### config.mk
export PLATFORM = sky130hd
export DESIGN_NAME = reg_file_sb
export DESIGN_NICKNAME = d
export VERILOG_FILES = /design/src/rtl/reg_file_sb_pkg.sv /design/src/rtl/reg_file_sb_sb_scoreboard.sv /design/src/rtl/reg_file_sb.sv
export SDC_FILE = /design/constraint.sdc
export NUM_CORES = 2
export LEC_CHECK = 0
export ABC_CLOCK_PERIOD_IN_PS = 4400
export BUFFER_PORTS_ARGS = -buffer_cell sky130_fd_sc_hd__buf_2
export CAP_MARGIN = 40
export CORE_UTILIZATION = 30
export DETAILED_ROUTE_END_ITERATION = 6
export MAX_ROUTING_LAYER = met4
export PLACE_DENSITY = 0.42
export REMOVE_ABC_BUFFERS = 1
export SYNTH_ARGS = -nofsm -noshare
export SYNTH_HDL_FRONTEND = slang
export SYNTH_SLANG_ARGS = --single-unit
### constraint.sdc
create_clock -name clk -period 4.4 [get_ports clk]
set_input_delay 0.22 -clock clk [delete_from_list [all_inputs] [get_ports clk]]
set_output_delay 0.22 -clock clk [all_outputs]
set_load 0.01 [all_outputs]
### src/rtl/reg_file_sb_pkg.sv
// Shared constants, types and helpers for the register file with pending-write scoreboard.
package reg_file_sb_pkg;

    localparam int XLEN_D  = 32;
    localparam int NREGS_D = 32;
    localparam int NRD_D   = 2;
    localparam int AW_D    = $clog2(NREGS_D);

    typedef logic [AW_D-1:0]   reg_addr_t;
    typedef logic [XLEN_D-1:0] xlen_t;

    // Number of set bits in a vector of up to 64 busy flags.
    function automatic int unsigned popcount(input logic [63:0] v);
        int unsigned cnt;
        cnt = 32'd0;
        for (int i = 0; i < 64; i++) begin
            cnt = cnt + {31'd0, v[i]};
        end
        return cnt;
    endfunction

endpackage

### src/rtl/reg_file_sb_sb_scoreboard.sv
// Pending-write scoreboard: one busy bit per register, priority flush > issue > write-back,
// plus an incrementally maintained count of pending registers.
module sb_scoreboard
    import reg_file_sb_pkg::*;
#(
    parameter int NREGS   = NREGS_D,
    parameter int AW      = $clog2(NREGS),
    parameter int R0_ZERO = 1
) (
    input  logic             clk,
    input  logic             reset_n,
    input  logic             iss_valid,
    input  logic [AW-1:0]    iss_rd,
    input  logic             wb_valid,
    input  logic [AW-1:0]    wb_rd,
    input  logic             flush,
    output logic [NREGS-1:0] busy,
    output logic [AW:0]      busy_cnt,
    output logic             any_busy
);

    logic [NREGS-1:0] busy_r;
    logic [NREGS-1:0] busy_nxt_s;
    logic [AW:0]      cnt_r;
    logic [AW:0]      cnt_nxt_s;
    logic             any_r;
    logic             iss_ok_s;
    logic             set_s;
    logic             clr_s;

    // Next busy vector and count; set/clr are exactly the 0->1 and 1->0 transitions.
    always_comb begin
        iss_ok_s = iss_valid && !flush
                   && !((R0_ZERO != 0) && (iss_rd == {AW{1'b0}}));
        set_s    = iss_ok_s && !busy_r[iss_rd];
        clr_s    = wb_valid && !flush && busy_r[wb_rd]
                   && !(iss_ok_s && (iss_rd == wb_rd));
        busy_nxt_s = busy_r;
        for (int r = 0; r < NREGS; r++) begin
            if (flush) begin
                busy_nxt_s[r] = 1'b0;
            end else if (iss_ok_s && (iss_rd == AW'(r))) begin
                busy_nxt_s[r] = 1'b1;
            end else if (wb_valid && (wb_rd == AW'(r))) begin
                busy_nxt_s[r] = 1'b0;
            end else begin
                busy_nxt_s[r] = busy_r[r];
            end
        end
        cnt_nxt_s = cnt_r;
        if (flush) begin
            cnt_nxt_s = {(AW+1){1'b0}};
        end else begin
            case ({set_s, clr_s})
                2'b10:   cnt_nxt_s = cnt_r + {{AW{1'b0}}, 1'b1};
                2'b01:   cnt_nxt_s = cnt_r - {{AW{1'b0}}, 1'b1};
                default: cnt_nxt_s = cnt_r;
            endcase
        end
    end

    // Busy state registers with synchronous reset.
    always_ff @(posedge clk) begin
        if (!reset_n) begin
            busy_r <= {NREGS{1'b0}};
            cnt_r  <= {(AW+1){1'b0}};
            any_r  <= 1'b0;
        end else begin
            busy_r <= busy_nxt_s;
            cnt_r  <= cnt_nxt_s;
            any_r  <= (cnt_nxt_s != {(AW+1){1'b0}});
        end
    end

    assign busy     = busy_r;
    assign busy_cnt = cnt_r;
    assign any_busy = any_r;

endmodule

### src/rtl/reg_file_sb.sv
// Parametrised ID-stage register file with integrated pending-write scoreboard.
// Define REG_FILE_SB_BYPASS_EN to forward same-cycle write-back data to the read ports.
module reg_file_sb
    import reg_file_sb_pkg::*;
#(
    parameter int XLEN    = XLEN_D,
    parameter int NREGS   = NREGS_D,
    localparam int AW     = $clog2(NREGS),
    parameter int NRD     = NRD_D,
    parameter int R0_ZERO = 1
) (
    input  logic              clk,
    input  logic              reset_n,
    input  logic [NRD*AW-1:0] rd_addr,
    output logic [NRD*XLEN-1:0] rd_data,
    output logic [NRD-1:0]    rd_busy,
    input  logic              iss_valid,
    input  logic [AW-1:0]     iss_rd,
    input  logic              wb_valid,
    input  logic [AW-1:0]     wb_rd,
    input  logic [XLEN-1:0]   wb_data,
    input  logic              flush,
    output logic [AW:0]       busy_cnt,
    output logic              any_busy
);

    logic [XLEN-1:0]  regs_r [NREGS];
    logic [NREGS-1:0] busy_s;
    logic             wr_en_s;

    assign wr_en_s = wb_valid && !((R0_ZERO != 0) && (wb_rd == {AW{1'b0}}));

    // Storage array: cleared on reset, written on write-back.
    always_ff @(posedge clk) begin
        if (!reset_n) begin
            for (int r = 0; r < NREGS; r++) begin
                regs_r[r] <= {XLEN{1'b0}};
            end
        end else if (wr_en_s) begin
            regs_r[wb_rd] <= wb_data;
        end else begin
            regs_r[wb_rd] <= regs_r[wb_rd];
        end
    end

    sb_scoreboard #(
        .NREGS   (NREGS),
        .AW      (AW),
        .R0_ZERO (R0_ZERO)
    ) u_sb (
        .clk       (clk),
        .reset_n   (reset_n),
        .iss_valid (iss_valid),
        .iss_rd    (iss_rd),
        .wb_valid  (wb_valid),
        .wb_rd     (wb_rd),
        .flush     (flush),
        .busy      (busy_s),
        .busy_cnt  (busy_cnt),
        .any_busy  (any_busy)
    );

    for (genvar k = 0; k < NRD; k++) begin : g_rd
        logic [AW-1:0]   addr_s;
        logic [XLEN-1:0] data_s;
        logic            bsy_s;

        assign addr_s = rd_addr[k*AW +: AW];

        // Read mux; forwarding (when built in) sits before the hard-wired zero.
        always_comb begin
            data_s = regs_r[addr_s];
            bsy_s  = busy_s[addr_s];
`ifdef REG_FILE_SB_BYPASS_EN
            if (wb_valid && (wb_rd == addr_s)) begin
                data_s = wb_data;
                bsy_s  = (iss_valid && (iss_rd == addr_s)) ? busy_s[addr_s] : 1'b0;
            end else begin
                data_s = regs_r[addr_s];
            end
`endif
            if ((R0_ZERO != 0) && (addr_s == {AW{1'b0}})) begin
                data_s = {XLEN{1'b0}};
            end else begin
                bsy_s = bsy_s;
            end
        end

        assign rd_data[k*XLEN +: XLEN] = data_s;
        assign rd_busy[k]              = bsy_s;
    end

endmodule
==> results.toml <==
[outcome]
status = "complete, but fails checks"
violations = "DRC"

[clock_tree]
root_buffer = "clkbuf_16"
cts_tree = "built"
cts_buffers = 133
clk_path_buf_depth = 3
cts.clk_slew.worst_paths_ns = 0.06
clock-sinks = 1063
clock_latency_ns = 0.76
htreeDepth = 4
post_cts_resized = 0

[routing]
vias = 34900
avgViaCountPerCell = 5.46
wirelength_um = 218000
wl_per_cell_um = 34.1
drt_iter0_drc = 3614
antenna_left = 0
drtPass1Iterations = 7
drc = 16

[die]
io_pins = 130
dieArea_um2 = 192000
core_um2 = 188000
die_w_um = 438
start_util_pct = 30.3
die_height_um = 438
rows = 159

[yosys]
async_reset_ff_share_pct = 0
yosysWarnings = 0
syn_inst = 3741
ys_seq_area_share_pct = 55.4
synth_edf_count = 1024
avgSynthCellArea_um2 = 15.2
synthesis.area_um2 = 57000
yosys_register_bits = 1063
ys.flop_type = "edfxtp_1"
synthDistinctLibCells = 49

[sta]
hold_violations = 0
max_freq_mhz = 278
setup_viol = 0
max_slew.worst_pin.slew_ns = 0.926
fin_tns_setup_ns = 0
rsz0062_at_grt = "no"
maxSlewHeadroom_pct = 38.3
finalClockSkew_ns = 0.0220
finalCritPeriodShare_pct = 81.9
post-route-min-period_ns = 3.60
timing.final.max_slew_violations = 0

[job]
drv_cap = 0

[worst_setup_path]
worstPathMaxFanout = 10
critical_path_class = "reg2reg"
crit_chain = "mux4_2 > o22ai_1 > a21oi_1 > a21oi_1 > nor4bb_1 > buf_4 > ha_1 > ha_1 > o21ai_0 > or4b_2 > a31oi_1 > a21boi_0 > a21oi_1"
critPathMostFrequentCell = "a21oi_1"
worstPathRequired_ns = 5.09
cp_slowest_cell = "or4b_2"
worst_setup_path_start_kind = "flop"
worstPathArrival_ns = 4.30
cp-end-kind = "flop"
cp_slowest_stage_delay_ns = 0.64

[power]
switchingPower_mw = 6.55
internal_power_mw = 18.8
total_power_mw = 25.4
combPwrFrac_pct = 12.3
seq_power_share_pct = 46.9
vdd_drop_max_uv = 222
pwr-share-clk_pct = 40.8
total_leakage_power_nw = 21.9
powerDensity_nw_per_um2 = 389
switching_share_pct = 25.8

[finish]
final_nets = 3868
areaGrowthSynthToFinish_pct = 14.5
drive_above_1_share_pct = 28.5

[global_route]
grt_pass1_vias = 36300
grt_pass1_wl_um = 302000
overflow = 0
grt_max_degree = 61
grt_antenna_before_repair = 22
grt.total_usage_pct = 23.3

[place]
place.gp.congestion = 0.805
post-dp-hpwl_um = 132000
port_buffers = 129

[hold_path]
hp-class = "in2reg"
-- worst max-delay path: cells and delay by family, from the launching register on --
family                   cells  cell delay [ns]
flip-flops                   1             0.36
adder cells (fa/ha/maj)      2             0.70
AO/OA/AOI/OAI                7             1.14
AND/OR/NAND/NOR              2             0.72
buffers and inverters        1             0.14
multiplexers                 1             0.48
-- power groups by stage --
stage / Combinational [mW] / Clock, mW / Sequential [mW]
6_report: 3.13 / 10.4 / 11.9
3_3_place_gp: 3.15 / 0 / 12.1
4_1_cts: 3.17 / 10.6 / 11.9
3_5_place_dp: 3.16 / 0 / 12.1
2_1_floorplan: 1.51 / 0 / 12.0
5_1_grt: 3.27 / 10.9 / 12.0
-- layout by cell type (no fill, tap or decap), types with 5 or more instances in the layout --
master,netlist,layout
nand4_1,5,5
nand2_1,52,34
xnor2_1,5,5
edfxtp_1,1024,1024
conb_1,1,32
o21ai_4,0,16
clkinv_2,0,6
nand3_1,17,17
nand2_2,0,18
dfxtp_1,39,39
dlygate4sd3_1,0,10
o21ai_0,55,39
mux4_2,547,547
mux2_2,27,27
nor2_1,93,60
nor2b_1,8,8
nand2b_1,13,13
or2_2,7,7
ha_1,5,5
o22ai_1,66,66
a21oi_1,25,25
clkbuf_16,0,137
clkinv_1,0,30
o221ai_1,65,65
and2_1,998,996
a22o_1,42,42
clkbuf_1,273,46
buf_8,0,6
mux2i_1,111,111
nor2_4,0,33
or3_1,5,5
a211oi_1,46,46
a22oi_1,37,37
buf_2,80,123
buf_12,0,25
buf_4,35,148
-- per-layer routing --
metal | routed length (um) | global-route usage (%) | part of all wire, % | up-vias
met5 | 0 | - | 0 | -
met4 | 5040 | 5.90 | 2.3 | 0
met3 | 11400 | 3.22 | 5.2 | 216
met2 | 106000 | 37.1 | 49 | 1195
met1 | 95700 | 31.3 | 44 | 18800
li1 | - | - | - | 14700
-- Yosys cell counts, types with 4 or more instances --
cell / number / area [um2]
o21ai_0: 55 / 275
or3_1: 5 / 31.3
o22ai_1: 66 / 413
nand4_1: 5 / 31.3
mux2i_1: 111 / 1110
buf_6: 7 / 78.8
nand2b_1: 13 / 81.3
nand3_1: 17 / 85.1
dfxtp_1: 39 / 781
a22oi_1: 37 / 278
a22o_1: 42 / 368
clkbuf_1: 273 / 1020
o221ai_1: 65 / 569
buf_1: 17 / 63.8
mux4_2: 547 / 12300
xor2_1: 4 / 35.0
buf_2: 80 / 400
a21oi_1: 25 / 125
buf_4: 35 / 263
ha_1: 5 / 62.6
xnor2_1: 5 / 43.8
and2_1: 998 / 6240
nor2b_1: 8 / 50.1
a211oi_1: 46 / 345
nor2_1: 93 / 349
or2_2: 7 / 43.8
mux2_2: 27 / 304
edfxtp_1: 1024 / 30700
nor3_1: 4 / 20.0
nand2_1: 52 / 195
-- state kept, by name, summed over array words and instances, names as in the netlist --
| name | count |
|---|---|
| regs_r | 1024 |
| u_sb.any_busy | 1 |
| u_sb.busy | 32 |
| u_sb.busy_cnt | 6 |
-- kinds of logic after synthesis --
kind of cell	count (synthesis)	share of synthesized area (%)
DFF	1063	55.4
xor gates and xnor gates	9	0.138
buffers and inverters	418	3.26
adders and majority gates	6	0.145
and+or+nand+nor	1213	12.7
AOI/OAI and AO/OA	346	4.30
other	1	0.00658
muxes	685	24.1
-- path summary, 6_finish.rpt --
kind                                    from                         end  slack (ns)  cells past startpoint
setup reg to reg  u_sb.busy[16]$_SDFFE_PP0P_    u_sb.any_busy$_SDFF_PN0_        0.80                     13
hold reg to reg    u_sb.busy[0]$_SDFFE_PP0P_   u_sb.busy[0]$_SDFFE_PP0P_        0.52                      1
setup / recovery  u_sb.busy[16]$_SDFFE_PP0P_    u_sb.any_busy$_SDFF_PN0_        0.80                     13
hold / removal                     iss_valid  u_sb.busy[31]$_SDFFE_PP0P_        0.09                      5
-- final cells by class --
type / count / area [um2]
Timing Repair Buffer: 313 / 2440
Inverter: 3 / 11.3
Fill cell: 18000 / 123000
Clock buffer: 185 / 3630
Clock inverter: 45 / 305
Sequential cell: 1063 / 31500
Multi-Input combinational cell: 2291 / 24200
Antenna cell: 4 / 10.0
Tap cell: 2495 / 3120
-- timing repair --
action                    CTS  global route
hold buffers               10             0
setup buffers               0             0
hold endpoints to repair   21             0
-- through the flow --
stage	hold slack (ns)	std cells	worst slack, ns	cell area (um2)	util, %
final	0.0923	6399	0.797	65200	34.7
after global routing	0.0960	6397	0.522	65200	34.6
after CTS	0.0392	6395	0.792	65200	34.6
after detailed placement	0.501	6155	0.496	61200	32.5
after global placement	0.505	6147	0.517	61000	32.4
after floorplan	0.418	3357	0.342	55200	-
(Power assumes the default switching activity.)
